--- src/rtl/pipe_hazard_ctrl.sv ---
// Hazard/sequencing controller for the 5-stage pipeline: load-use stall, branch flush, external hold.
// Control outputs are combinational (zero latency); state and event counters update on the rising clk edge.
module pipe_hazard_ctrl #(
   parameter int LOAD_STALL_CYCLES = 1,
   parameter int CNT_W             = 16
) (
   input  logic             clk,
   input  logic             rst_n,
   input  logic [2:0]       id_rs,
   input  logic [2:0]       id_rt,
   input  logic             id_uses_rs,
   input  logic             id_uses_rt,
   input  logic             idex_mem_read,
   input  logic [2:0]       idex_rt,
   input  logic             exmem_branch,
   input  logic             exmem_zero,
   input  logic             ext_hold,
   input  logic             clr_cnt,
   output logic             pc_write,
   output logic             ifid_write,
   output logic             pipe_en,
   output logic             idex_bubble,
   output logic             pc_src,
   output logic             ifid_flush,
   output logic             idex_flush,
   output logic             exmem_flush,
   output logic [1:0]       state,
   output logic [CNT_W-1:0] stall_cnt,
   output logic [CNT_W-1:0] flush_cnt
);

   typedef enum logic [1:0] {
      ST_RUN   = 2'b00,
      ST_STALL = 2'b01,
      ST_HOLD  = 2'b10
   } state_t;

   localparam logic [CNT_W-1:0] CNT_ONE = CNT_W'(1);
   localparam logic [CNT_W-1:0] CNT_MAX = '1;

   state_t           state_q, state_d, saved_q, saved_d, cur_st, state_o;
   logic [1:0]       rem_q, rem_d;
   logic [CNT_W-1:0] stall_cnt_q, stall_cnt_d, flush_cnt_q, flush_cnt_d;
   logic             hazard, taken, stall_inc, flush_inc;

   // R0 is hardwired zero, so a load into it never creates a dependency.
   assign hazard = idex_mem_read && (idex_rt != 3'd0) &&
                   ((id_uses_rs && (id_rs == idex_rt)) || (id_uses_rt && (id_rt == idex_rt)));
   assign taken  = exmem_branch && exmem_zero;
   assign cur_st = (state_q == ST_HOLD) ? saved_q : state_q;

   always_comb begin
      pc_write    = 1'b0;
      ifid_write  = 1'b0;
      pipe_en     = 1'b0;
      idex_bubble = 1'b0;
      pc_src      = 1'b0;
      ifid_flush  = 1'b0;
      idex_flush  = 1'b0;
      exmem_flush = 1'b0;
      stall_inc   = 1'b0;
      flush_inc   = 1'b0;
      state_o     = cur_st;
      state_d     = state_q;
      saved_d     = saved_q;
      rem_d       = rem_q;
      if (!rst_n) begin
         state_o = ST_RUN;
      end else if (ext_hold) begin
         state_o = ST_HOLD;
         state_d = ST_HOLD;
         if (state_q != ST_HOLD) saved_d = state_q;
      end else if (taken) begin
         pc_src      = 1'b1;
         pc_write    = 1'b1;
         ifid_write  = 1'b1;
         pipe_en     = 1'b1;
         ifid_flush  = 1'b1;
         idex_flush  = 1'b1;
         exmem_flush = 1'b1;
         flush_inc   = 1'b1;
         rem_d       = 2'd0;
         state_d     = ST_RUN;
      end else if (cur_st == ST_STALL) begin
         pipe_en     = 1'b1;
         idex_bubble = 1'b1;
         stall_inc   = 1'b1;
         rem_d       = rem_q - 2'd1;
         state_d     = (rem_q <= 2'd1) ? ST_RUN : ST_STALL;
      end else if (hazard) begin
         pipe_en     = 1'b1;
         idex_bubble = 1'b1;
         stall_inc   = 1'b1;
         if (LOAD_STALL_CYCLES > 1) begin
            rem_d   = 2'(LOAD_STALL_CYCLES - 1);
            state_d = ST_STALL;
         end else begin
            state_d = ST_RUN;
         end
      end else begin
         pc_write   = 1'b1;
         ifid_write = 1'b1;
         pipe_en    = 1'b1;
         state_d    = ST_RUN;
      end
   end

   always_comb begin
      stall_cnt_d = stall_cnt_q;
      flush_cnt_d = flush_cnt_q;
      if (clr_cnt) begin
         stall_cnt_d = '0;
         flush_cnt_d = '0;
      end else begin
         if (stall_inc && (stall_cnt_q != CNT_MAX)) stall_cnt_d = stall_cnt_q + CNT_ONE;
         if (flush_inc && (flush_cnt_q != CNT_MAX)) flush_cnt_d = flush_cnt_q + CNT_ONE;
      end
   end

   always_ff @(posedge clk or negedge rst_n) begin
      if (!rst_n) begin
         state_q     <= ST_RUN;
         saved_q     <= ST_RUN;
         rem_q       <= 2'd0;
         stall_cnt_q <= '0;
         flush_cnt_q <= '0;
      end else begin
         state_q     <= state_d;
         saved_q     <= saved_d;
         rem_q       <= rem_d;
         stall_cnt_q <= stall_cnt_d;
         flush_cnt_q <= flush_cnt_d;
      end
   end

   assign state     = state_o;
   assign stall_cnt = stall_cnt_q;
   assign flush_cnt = flush_cnt_q;

endmodule

--- config.mk ---
export PLATFORM = sky130hd
export DESIGN_NAME = pipe_hazard_ctrl
export DESIGN_NICKNAME = d
export VERILOG_FILES = /design/src/rtl/pipe_hazard_ctrl.sv
export SDC_FILE = /design/constraint.sdc
export NUM_CORES = 1
export LEC_CHECK = 0
export ABC_AREA = 1
export CAP_MARGIN = 20
export CORE_MARGIN = 2
export CORE_UTILIZATION = 31
export CTS_CLUSTER_DIAMETER = 30
export DETAILED_ROUTE_END_ITERATION = 8
export GPL_ROUTABILITY_DRIVEN = 0
export SKIP_LAST_GASP = 1
export SLEW_MARGIN = 10
export SYNTH_ARGS = -nofsm -noshare
export SYNTH_HDL_FRONTEND = slang
export SYNTH_SLANG_ARGS = --single-unit
--- constraint.sdc ---
create_clock -name clk -period 2.4 [get_ports clk]
set_input_delay 0.48 -clock clk [delete_from_list [all_inputs] [get_ports clk]]
set_output_delay 0.48 -clock clk [all_outputs]
set_load 0.1 [all_outputs]
# Yosys cells after proc, flatten, opt, wreduce, memory -nomap -nowiden
# Index checks and enable logic that the tools add are counted.
op_classes:
  n_eq_ne: 7
  magnitude_cmp: 1
  bitwise: 1
  mux: 28
  reduce_logical: 14
  addsub: 3
ops:
  columns: ["operator", "count"]
  rows:
  - ["$mux W16", 4]
  - ["$add A16 B1 Y16 const B", 2]
  - ["$ne A16 B16 Y1 const B", 2]
  - ["$mux W1", 18]
  - ["$mux W2", 6]
  - ["$logic_and A1 B1 Y1", 7]
  - ["$eq A3 B3 Y1", 2]
  - ["$reduce_and A3 Y1", 2]
  - ["$reduce_bool A2 Y1", 3]
  - ["$reduce_bool A3 Y1", 1]
  - ["$eq A2 B1 Y1 const B", 1]
  - ["$eq A2 B2 Y1 const B", 1]
  - ["$le A2 B1 Y1 const B", 1]
  - ["$ne A2 B2 Y1 const B", 1]
  - ["$sub A2 B1 Y2 const B", 1]
  - ["$logic_or A1 B1 Y1", 1]
  - ["$not A1 Y1", 1]
word_totals:
  reg_bits: 38
  output_inout_bits: 42
  word_cells: 59

# Longest topological paths before layout
# Gate-level depths: netlist (run 1).
logic_depth:
  word_depth: 12
  mapped_depth: 13
  ltp_nobuf: 12

# Least setup slack after synthesis (run 1)
# No wires, ideal clock.
synth_path:
  path_type: "input to output"
  start: "input rst_n"
  end: "output pc_write"
  setup_slack_ps: -1320
  cell_stages: 5
  arrival_time_ps: 3240
  cell_sequence: "inv_2 nor2_4 inv_2 a21oi_1 buf_4"
synth_between:
  elab_chain_cells: 1
synth_lines:
  columns: ["element", "line", "rtl"]
  rows:
  - ["start, declared", "8", "input logic rst_n,"]
  - ["$mux W1", null, null]
  - ["end, declared", "19", "output logic pc_write,"]
# Every way passes these cells.

# Final worst setup path (run 1)
layout_path:
  start: "input id_uses_rs"
  end: "output idex_bubble"
layout_between:
  elab_chain_cells: 8
layout_lines:
  columns: ["element", "line", "rtl"]
  rows:
  - ["start, declared", "11", "input logic id_uses_rs,"]
  - ["$logic_and A1 B1 Y1", "48", "((id_uses_rs && (id_rs == idex_rt)) || (id_uses_rt && (id_rt == idex_rt)));"]
  - ["$logic_or A1 B1 Y1", "48", null]
  - ["$logic_and A1 B1 Y1", "47", "assign hazard = idex_mem_read && (idex_rt != 3'd0) &&"]
  - ["$mux W1", "90", "end else if (hazard) begin"]
  - ["$mux W1", "84", "end else if (cur_st == ST_STALL) begin"]
  - ["$mux W1", "73", "end else if (taken) begin"]
  - ["$mux W1", "69", "end else if (ext_hold) begin"]
  - ["$mux W1", "67", "if (!rst_n) begin"]
  - ["end, declared", "22", "output logic idex_bubble,"]
# Every way passes these cells.

==> results of run 1 <==
-- cell usage after synthesis (2+ instances only) --
| master | count |
|---|---|
| ha_1 | 3 |
| nor2_4 | 2 |
| nand2_2 | 2 |
| buf_6 | 2 |
| buf_4 | 5 |
| xor2_1 | 13 |
| inv_2 | 4 |
| inv_1 | 39 |
| nor3_1 | 7 |
| nand2_1 | 97 |
| nand4_1 | 10 |
| nand2_4 | 2 |
| clkbuf_1 | 4 |
| nor2_2 | 2 |
| nor2_1 | 48 |
| o21ai_0 | 17 |
| a21oi_1 | 9 |
| dfrtp_1 | 38 |
| nor3_2 | 4 |
| nand3_1 | 35 |
-- power by group --
group / total [W] / internal (W) / switching [W]
logic: 0.000349 / 0.000102 / 0.000247
clock network: 0.000559 / 0.000310 / 0.000249
registers: 0.000675 / 0.000656 / 0.0000187
-- cells by family after synthesis --
kind of cell	after synthesis
and+or+nand+nor	213
adders and majority gates	3
AOI/OAI and AO/OA	31
muxes	1
buffers and inverters	56
DFF	38
xor gates and xnor gates	14
-- state kept, by name (all words and copies together), names as in the netlist --
| signal | cells |
|---|---|
| flush_cnt | 16 |
| stall_cnt | 16 |
| rem_q | 2 |
| saved_q | 2 |
| state_q | 2 |
-- routing by layer --
metal / vias up / global-route usage [%] / wire length, µm
li1: 1267 / - / -
met1: 1150 / 19.3 / 2840
met2: 35 / 27.3 / 3200
met3: 2 / 2.65 / 204
met4: 0 / 2.66 / 23
met5: - / 0 / 0
-- per-stage QoR --
| step | std cells | worst slack, ns | TNS [ns] | cell area (µm²) |
|---|---|---|---|---|
| 6_report | 524 | 0.170 | 0 | 3440 |
| 5_1_grt | 524 | 0.0331 | 0 | 3440 |
| 4_1_cts | 523 | 0.00445 | 0 | 3410 |
| 3_5_place_dp | 515 | -0.0172 | -0.0172 | 3300 |
| 3_3_place_gp | 515 | 0.0195 | 0 | 3300 |
| 2_1_floorplan | 356 | -0.221 | -2.84 | 2600 |
-- critical path: stages --
cell and delay [ns]:
clkdlybuf4s50_1 0.46, nand2_1 0.05, nor2_1 0.09, nand2_1 0.06, nand2_1 0.06, nand2_1 0.07, nand2_2 0.12, nand2_2 0.07
nor2_4 0.12, buf_12 0.18
-- path summary, 6_finish.rpt --
path | end | from | cells after the start | slack, ns
worst max-delay path | idex_bubble | id_uses_rs | 10 | 0.17
worst min-delay path | flush_cnt[9]$_DFFE_PN0P_ | rst_n | 2 | 0.31
worst max register to register | flush_cnt[12]$_DFFE_PN0P_ | flush_cnt[0]$_DFFE_PN0P_ | 6 | 0.64
worst min register to register | rem_q[0]$_DFFE_PN0P_ | rem_q[0]$_DFFE_PN0P_ | 1 | 0.50
max in group asynchronous | stall_cnt[9]$_DFFE_PN0P_ | rst_n | 2 | 1.86
min in group clk | rem_q[0]$_DFFE_PN0P_ | rem_q[0]$_DFFE_PN0P_ | 1 | 0.50
-- what timing repair did --
item | in CTS | in global routing
hold buffers | 0 | 0
buffers inserted | 0 | 1
gates cloned | 0 | 0
setup endpoints to repair | 1 | 3
gates resized for setup | 2 | 12
pin swaps | 1 | 10
-- layout make-up --
type                       count  area (µm²)  share of cell area [%]
inverter                      44         180                    5.23
tap                          102         128                    3.71
sequential                    38         951                    27.6
clock buffer                   5        68.8                    2.00
timing repair buffer          70         716                    20.8
multi-input combinational    262        1360                    39.4
clock inverter                 3        45.0                    1.31
==> flow_metrics.env, run 1 <==
export IMPL_outcome="finished, final reports clean"
export IMPL_cts_sinks=38
export IMPL_crit_required_ns=1.92
export IMPL_path_class="input port to primary output"
export IMPL_avgSynthCellArea_um2=7.05
export IMPL_detail_route_first_pass_iterations=4
export IMPL_hold_path_class="input port to asynchronous set/reset pin"
export IMPL_numPortBuffers=59
export IMPL_ctsHtreeMaxLevel=2
export IMPL_synth_area_leaders="dfrtp_1, nand2_1, nor2_1"
export IMPL_clock_root_buffer="clkbuf_8"
export IMPL_first_iter_violations=89
export IMPL_synth_edf_count=0
export IMPL_synth_top_family_by_area="simple AND/OR/NAND/NOR gates"
export IMPL_yosysTopAreaCell="dfrtp_1"
export IMPL_timing_fmax_mhz=448
export IMPL_synth_mux_area_fraction_pct=0.399
export IMPL_insertion_delay_ns=0.29
export IMPL_leakage_nw=1.69
export IMPL_die_area_um2=8840
export IMPL_arrival_ns=1.75
export IMPL_vias=2454
export IMPL_hold_violations=0
export IMPL_grt_pass1_wl_um=10900
export IMPL_startpoint_type="input port"
export IMPL_final_common_cell="nand2_1"
export IMPL_drt_total_wl_um=6270
export IMPL_power_w=0.00158
export IMPL_grt_setup_unrepaired="no"
export IMPL_viasPerCell=4.68
export IMPL_die_h_um=94
export IMPL_cts_clk_slew_worst_paths_ns=0.09
export IMPL_yosys_area_share_simple_pct=38.8
export IMPL_rows=32
export IMPL_numCtsBuffers=5
export IMPL_setup_violations_final=0
export IMPL_areaGrowthSynthToFinish_pct=37.2
export IMPL_drtAntennaViolNets=0
export IMPL_synth_compound_area_share_pct=6.78
export IMPL_netlist_instances=356
export IMPL_cts_tree="built"
export IMPL_crit_fanout=3
export IMPL_hold_ws_ns=0.314
export IMPL_synth_top_flop_cell="dfrtp_1"
export IMPL_drcViolationCount=0
export IMPL_skew_ns=0.00509
export IMPL_power_per_cell_area_nw_per_um2=459
export IMPL_wl_per_cell_um=12.0
export IMPL_tightest_slew_ns=0.509
export IMPL_nets=442
export IMPL_ys_async_sr_fraction_pct=100
export IMPL_crit_path_end_kind="primary output"
export IMPL_grt_overflow=0
export IMPL_hpwlAfterDp_um=4900
export IMPL_start_util_pct=32.2
export IMPL_most_common_layout_cells="nand2_1, nor2_1, buf_4"
export IMPL_drive_above_1_share_pct=20.9
export IMPL_core_um2=7810
export IMPL_final_util_pct=44.1
export IMPL_ios=60
export IMPL_min_period_ns=2.23
export IMPL_yosysUniqueCellTypes=33
export IMPL_vdd_drop_max_v=0.000220
export IMPL_synth_xor_area_share_pct=4.88
export IMPL_period_share_pct=92.9
export IMPL_grt_usage_pct=15.2
export IMPL_grt_pass1_vias=2331
export IMPL_synthAdderAreaFrac_pct=1.49
export IMPL_netlist_area_um2=2510
export IMPL_diodes=0
export IMPL_num_fill_cells=815
export IMPL_maxSlewHeadroom_pct=65.8
export IMPL_clock_path_buffers=2
export IMPL_synth_top_area_share_pct=37.9
export IMPL_ys_warn_count=0
export IMPL_grt_max_degree=26
export IMPL_cap_violations=0
export IMPL_finalMaxSlewViolations=0
export IMPL_ys_seq_elements=38
export IMPL_synth_yosys_seq_area_share_pct=37.9
export IMPL_syn_nets=377
export IMPL_dieWidth_um=94
export IMPL_antenna_found_initial=0
Note: power is estimated with default switching activity, not from simulation.
==> run 2: changes to the inputs <==
- TNS_END_PERCENT: not set -> 20
==> run 2 against run 1 <==
  * Utilization down 0.71 points
  * Global-route usage down 0.052 points
  * Clock skew up 0.0023 ns
  * Die area unchanged
  * Combinational power about the same
  * Cell count down 0.38%
  * Non-clock buffer count down 1
  * Sequential share of layout area up 0.45 points
  * Largest power group unchanged
==> flow_metrics.env, run 2 (same netlist as run 1, synthesis figures left out) <==
export IMPL_clock_root_buffer="clkbuf_8"
export IMPL_diodes=0
export IMPL_vdd_drop_max_v=0.000269
export IMPL_grt_usage_pct=15.2
export IMPL_maxSlewHeadroom_pct=65.0
export IMPL_grt_pass1_vias=2333
export IMPL_dieWidth_um=94
export IMPL_start_util_pct=32.2
export IMPL_crit_path_top_delay_cell="clkdlybuf4s50_1"
export IMPL_outcome="finished, final reports clean"
export IMPL_cpMostUsedCell="nand2_1"
export IMPL_drcViolationCount=0
export IMPL_startpoint_type="input port"
export IMPL_vias=2451
export IMPL_timing_fmax_mhz=437
export IMPL_die_h_um=94
export IMPL_min_period_ns=2.29
export IMPL_critical_path_top_delay_family="buffers and inverters"
export IMPL_ios=60
export IMPL_critical_path_max_stage_delay_ns=0.45
export IMPL_wl_per_cell_um=12.0
export IMPL_ctsHtreeMaxLevel=2
export IMPL_finalMaxSlewViolations=0
export IMPL_path_class="input port to primary output"
export IMPL_cts_clk_slew_worst_paths_ns=0.08
export IMPL_arrival_ns=1.81
export IMPL_numCtsBuffers=5
export IMPL_insertion_delay_ns=0.29
export IMPL_tightest_slew_ns=0.520
export IMPL_grt_setup_unrepaired="no"
export IMPL_path_cells="clkdlybuf4s50_1 -> inv_1 -> nand2_1 -> nand2_1 -> nor2_1 -> nand2_1 -> nand2_1 -> nand2_1 -> nand2_2 -> nand2_2 -> nor2_4 -> buf_12"
export IMPL_drt_total_wl_um=6270
export IMPL_period_share_pct=95.3
export IMPL_leakage_nw=1.66
export IMPL_grt_overflow=0
export IMPL_hold_ws_ns=0.308
export IMPL_nets=441
export IMPL_cts_sinks=38
export IMPL_cts_hold_buf=0
export IMPL_power_w=0.00145
export IMPL_drtAntennaViolNets=0
export IMPL_cts_tree="built"
export IMPL_hold_violations=0
export IMPL_crit_required_ns=1.92
export IMPL_crit_start="id_rs[0]"
export IMPL_most_common_layout_cells="nand2_1, nor2_1, buf_4"
export IMPL_final_common_cell="nand2_1"
export IMPL_hpwlAfterDp_um=4870
export IMPL_rows=32
export IMPL_skew_ns=0.00735
export IMPL_grt_pass1_wl_um=10700
export IMPL_viasPerCell=4.70
export IMPL_clock_path_buffers=2
export IMPL_power_per_cell_area_nw_per_um2=429
export IMPL_crit_fanout=3
export IMPL_r2r_start="stall_cnt[0]$_DFFE_PN0P_"
export IMPL_drive_above_1_share_pct=19.8
export IMPL_crit_path_end_kind="primary output"
export IMPL_first_iter_violations=81
export IMPL_core_um2=7810
export IMPL_numPortBuffers=59
export IMPL_detail_route_first_pass_iterations=4
export IMPL_path_buf_inv=3
export IMPL_cap_violations=0
export IMPL_antenna_found_initial=0
export IMPL_hold_path_class="input port to asynchronous set/reset pin"
export IMPL_grt_max_degree=22
export IMPL_setup_violations_final=0
export IMPL_die_area_um2=8840
export IMPL_areaGrowthSynthToFinish_pct=35.0
run 2: cell types whose count changed in the layout (fill, tap and decap cells not counted), moves of 2 or more:
cell	before	now
nor3_4	2	0
clkinv_2	0	2
nor3_2	2	4
clkinvlp_4	2	0
dlygate4sd2_1	2	0
run 2: repair_timing:
| item | in CTS | in global routing |
|---|---|---|
| setup buffers | 0 | 1 |
| endpoints found under the setup margin | 0 | 3 |
| gates resized for setup | 0 | 11 |
run 2: power by group:
group	internal, W	switching, W
combinational	0.000102	0.000244
clock	0.000195	0.000237
sequential	0.000656	0.0000193
total	0.000953	0.000500
run 2: path summary, 6_finish.rpt:
path | to | slack (ns) | cells after the start
worst max-delay path | idex_bubble | 0.11 | 12
worst min-delay path | flush_cnt[9]$_DFFE_PN0P_ | 0.31 | 2
worst max register to register | stall_cnt[8]$_DFFE_PN0P_ | 0.58 | 8
worst min register to register | rem_q[0]$_DFFE_PN0P_ | 0.51 | 1
max in group asynchronous | stall_cnt[9]$_DFFE_PN0P_ | 1.85 | 2
min in group clk | rem_q[0]$_DFFE_PN0P_ | 0.51 | 1
run 2: metrics by stage:
stage,setup TNS (ns),setup slack [ns],utilization (%),cells,instance area (µm²)
final,0,0.113,43.4,522,3390
after global routing,0,0.00674,43.4,522,3390
after CTS,0,0.000187,43.0,521,3350
after detailed placement,0,0.00333,42.0,514,3280
after global placement,0,0.0392,42.0,514,3280
after floorplan,-2.30,-0.223,-,356,2580
run 2: routing by layer:
| layer | global-route usage, % | routed length [µm] | part of all wire (%) | up-vias |
|---|---|---|---|---|
| met5 | 0 | 0 | 0 | - |
| met2 | 25.8 | 3110 | 50 | 49 |
| met3 | 2.73 | 241 | 3.8 | 9 |
| met4 | 3.99 | 65 | 1.0 | 0 |
| met1 | 19.8 | 2850 | 45 | 1127 |
| li1 | - | - | - | 1266 |
run 2: area by class of cell:
| cell class | count | area, µm² |
|---|---|---|
| fill | 822 | 4420 |
| multi-input combinational | 262 | 1340 |
| sequential | 38 | 951 |
| timing repair buffer | 69 | 713 |
| inverter | 44 | 180 |
| tap | 102 | 128 |
| clock buffer | 5 | 68.8 |
| clock inverter | 2 | 10.0 |
==> run 3: changes to the inputs <==
- SKIP_CTS_REPAIR_TIMING: not set -> 1
==> results of run 3 <==
No change in the layout: final DEF, timing and power equal those of run 2.
==> RTL edit 1 (settings of run 1) <==
`CNT_W`: 16 -> 18.
--- a/src/rtl/pipe_hazard_ctrl.sv
+++ b/src/rtl/pipe_hazard_ctrl.sv
@@ -2,7 +2,7 @@
 // Control outputs are combinational (zero latency); state and event counters update on the rising clk edge.
 module pipe_hazard_ctrl #(
    parameter int LOAD_STALL_CYCLES = 1,
-   parameter int CNT_W             = 16
+   parameter int CNT_W             = 18
 ) (
    input  logic             clk,
    input  logic             rst_n,
Ports: changed (resized flush_cnt and stall_cnt); port bits go from 60 to 64. No check against the original RTL was run, so the function may have changed too.
==> RTL edit 1 against run 1 <==
Design area increased by 11%; setup slack lost 67 ps; sequential cell count increased by 4; worst hold slack gained 150 ps; synthesized area is 12% higher; non-clock buffer count increased by 6; wire length grew 15%; clock skew grew 6.4 ps; total power up 11%; critical path type unchanged; critical endpoint unchanged; largest cell class unchanged; highest routed layer unchanged.
==> RTL edit 1: results (changes against run 1) <==
- GR Util met2: 0.258 (-0.0143)
- Area after DPL: 3640 µm² (+10%)
- Post-Synthesis Cells: 391 (+9.8%)
- Layout Skew: 11.5 ps (+6.36 ps)
- Routed length on met3: 339 µm (+66%)
- Avg Vias per Cell: 4.82 (+2.8%)
- Met1 WL: 3230 µm (+14%)
- Adder-cell share of the synthesized area: 0.0133 (-0.00160)
- Status: finished clean
- Wire per inst: 12.7 µm (+5.7%)
- Worst reg-to-reg setup slack: 490 ps (-150 ps)
- Post-Place Cells: 559 (+8.5%)
- VDD IR max: 276 µV (+25%)
- XOR/XNOR Fraction of Synth Area: 0.0685 (+0.0197)
- Sequential element share of the synthesized area: 0.374 (-0.00501)
- Post-CTS Setup Inserts: 1 (+1)
- Worst r2r src: flush_cnt[1]
- Net count after synthesis: 412 (+9.3%)
- Setup WS pre-CTS: -55.8 ps (-38.6 ps)
- Leak: 1.78 nW (+5.4%)
- IO buf count: 63 (+6.8%)
- Number of library cell types mapped by synthesis: 37 (+12%)
- Area contributors post-synth: dfrtp_1 (37%), nand2_1 (16%), nand3_1 (6.9%)
- Mux cell area share after synthesis: 0 (-0.00399)
- Met1 Usage GRT: 0.197 (+0.00411)
- Layout cells sized above 1: 0.215 (+0.00622)
- All-Layer GR Usage: 0.154 (+0.00145)
- R2R Path End: flush_cnt[11]
- GRT met3 Usage: 0.0330 (+0.00654)
-- RTL edit 1: kinds of logic after synthesis --
family,after synthesis
buffers and inverters,53
AOI/OAI and AO/OA,32
and+or+nand+nor,239
DFF,42
xor gates and xnor gates,22
adders and majority gates,3
-- RTL edit 1: area by class of cell --
class,instances,area [µm²]
Timing Repair Buffer,76,756
Sequential cell,42,1050
Tap cell,108,135
Clock buffer,6,82.6
Fill cell,912,4940
Clock inverter,2,60.1
Multi-Input combinational cell,296,1570
Inverter,39,164
-- RTL edit 1: worst reg2reg max path, cell delays in order, from the launching register on --
cell	delay (ps)
dfrtp_1	430
ha_1	210
and3_1	260
nand2_1	110
nor2_2	130
nand2_1	100
nand2_4	150
inv_2	140
nand3_1	120
nand2_1	60
nand2_1	60
nor2_1	40
-- RTL edit 1: power by group --
part | internal, mW | switching, mW
Combinational | 0.0984 | 0.210
Clock | 0.444 | 0.258
Sequential | 0.722 | 0.0169
Total | 1.26 | 0.485
==> RTL edit 2 (config.mk and constraints of run 1) <==
Without the edit above. Reset style: synchronous (`rst_n`), changed in one clocked block.
--- a/src/rtl/pipe_hazard_ctrl.sv
+++ b/src/rtl/pipe_hazard_ctrl.sv
@@ -117,7 +117,7 @@
       end
    end
 
-   always_ff @(posedge clk or negedge rst_n) begin
+   always_ff @(posedge clk) begin
       if (!rst_n) begin
          state_q     <= ST_RUN;
          saved_q     <= ST_RUN;
Check against the original RTL: differs if rst_n is asserted again (counterexample within 4 cycles, from zero or initial values and one cycle with rst_n low); with rst_n held inactive, the same outputs for 10 cycles.
==> RTL edit 2 against run 1 <==
Setup slack worse by 53 ps; sequential cell count unchanged; count of clock-buffer cells in the layout up 2; global-route usage down 0.21 points; total power down 19%; synthesized cell count down 3.9%; combinational power down 47%; worst hold slack better by 150 ps; clock skew up 1.9 ps; synthesized area down 7.8%; wire length down 5.5%; design area down 7.2%; sequential power down 5.8%; critical path type unchanged; critical endpoint is now ifid_write; highest routed layer unchanged.
==> RTL edit 2: results (changes against run 1) <==
- Fillers: 771 (-5.4%)
- First-pass GRT wire length: 10,400 µm (-4.9%)
- Min Hold Slack: 462 ps (+148 ps)
- Reg clk slew, reported paths: 70 ps (-20 ps)
- Area after DPL: 3070 µm² (-6.9%)
- Remaining antenna violation count after routing: 0 (unchanged)
- Vias in the first global route: 2,273 (-2.5%)
- Worst reg-to-reg setup slack: 440 ps (-200 ps)
- R2R Path End: stall_cnt[15]
- Sequential element share of the synthesized area: 0.328 (-0.0502)
- Setup WS pre-CTS: -110 ps (-92.7 ps)
- Fin nets: 429 (-2.9%)
- Ys async rst share: 0 (-1.00)
- Crit path to: ifid_write
- DR vias: 2,366 (-3.6%)
- Wire per inst: 11.7 µm (-2.5%)
- List of most frequent post-synthesis cells: nand2_1 (75), nor2_1 (40), dfxtp_1 (38), inv_1 (38), a21oi_1 (21)
- Share of power burned in registers: 0.496 (+0.070)
- CP arrival: 1800 ps (+50 ps)
- Drt first-iter violations: 63 (-29%)
- Pint: 0.936 mW (-12%)
- Largest net degree at the start of global routing: 17 (-35%)
- Status: finished clean
- Power Density: 401 nW/µm² (-13%)
- Dpl hpwl: 4480 µm (-8.5%)
- Avg Cell Area, Syn: 6.77 µm² (-4.0%)
- Area contributors post-synth: dfxtp_1 (33%), nand2_1 (12%), nor2_1 (6.5%)
- Post-Place Cells: 498 (-3.3%)
- Hold/Removal Path Class: register to register
- Slew @ Worst Pin: 426 ps (-82.6 ps)
- All-Layer GR Usage: 0.150 (-0.00207)
- Gate power share: 0.143 (-0.077)
- Net count after synthesis: 363 (-3.7%)
- Worst r2r src: stall_cnt[0]
- Leak: 1.27 nW (-25%)
- Crit path max fanout: 2 (-1)
- H-tree levels: 2 (unchanged)
- Layout Skew: 7.03 ps (+1.94 ps)
- VDD IR max: 189 µV (-14%)
- Routed wire length: 5930 µm (-5.5%)
- Top FF cell, synth: dfxtp_1
- Layout cells sized above 1: 0.240 (+0.0311)
- Number of library cell types mapped by synthesis: 32 (-3.0%)
- Fmax: 438 MHz (-2.3%)
- WS Path Type: input port to primary output
- R2R cell count: 10 (+4)
RTL edit 2: cell types whose count changed after synthesis, sizes merged, moves of 6 or more:
| cell | delta |
|---|---|
| a21oi | +21 |
| dfrtp | -38 |
| dfxtp | +38 |
| nand2 | -16 |
| nand3 | -20 |
| nand4 | +8 |
| nor2 | -6 |
RTL edit 2: cell families after synthesis:
logic type / Yosys count / share of synthesized area
AND/OR/NAND/NOR: 180 / 0.363
buffers and inverters: 54 / 0.101
AO/OA/AOI/OAI: 50 / 0.127
flip-flops: 38 / 0.328
XOR/XNOR: 17 / 0.0643
adder cells (fa/ha/maj): 3 / 0.0162
RTL edit 2: area by class of cell:
type,count,area (µm²),area share
multi-input cells,250,1340,0.421
flip-flops and latches,38,763,0.239
repair buffers,72,719,0.225
inverters,41,154,0.0482
well taps,99,124,0.0388
clock buffers,7,86.3,0.0270
clock inverters,1,5.00,0.00157
RTL edit 2: worst max-delay path: stages:
cell and delay (ps):
clkdlybuf4s50_1 460, nand2_1 50, nor2_1 100, nand2_1 60, nand2_1 80, nand2_2 60
a21oi_2 150, buf_4 140, nor2_4 40, buf_12 170
RTL edit 2: layer usage:
metal / up-vias / share of wire / track usage / routed length [µm]
li1: 1242 / - / - / -
met1: 1055 / 0.47 / 0.185 / 2810
met2: 60 / 0.46 / 0.257 / 2710
met3: 9 / 0.057 / 0.0384 / 337
met4: 0 / 0.012 / 0.0449 / 72
met5: - / 0 / 0 / 0
RTL edit 2: timing repair:
| action | CTS | global route |
|---|---|---|
| buffers inserted | 1 | 1 |
| endpoints found under the setup margin | 3 | 3 |
| resized for setup | 4 | 9 |
| pin swaps | 1 | 8 |
| cloned | 0 | 0 |
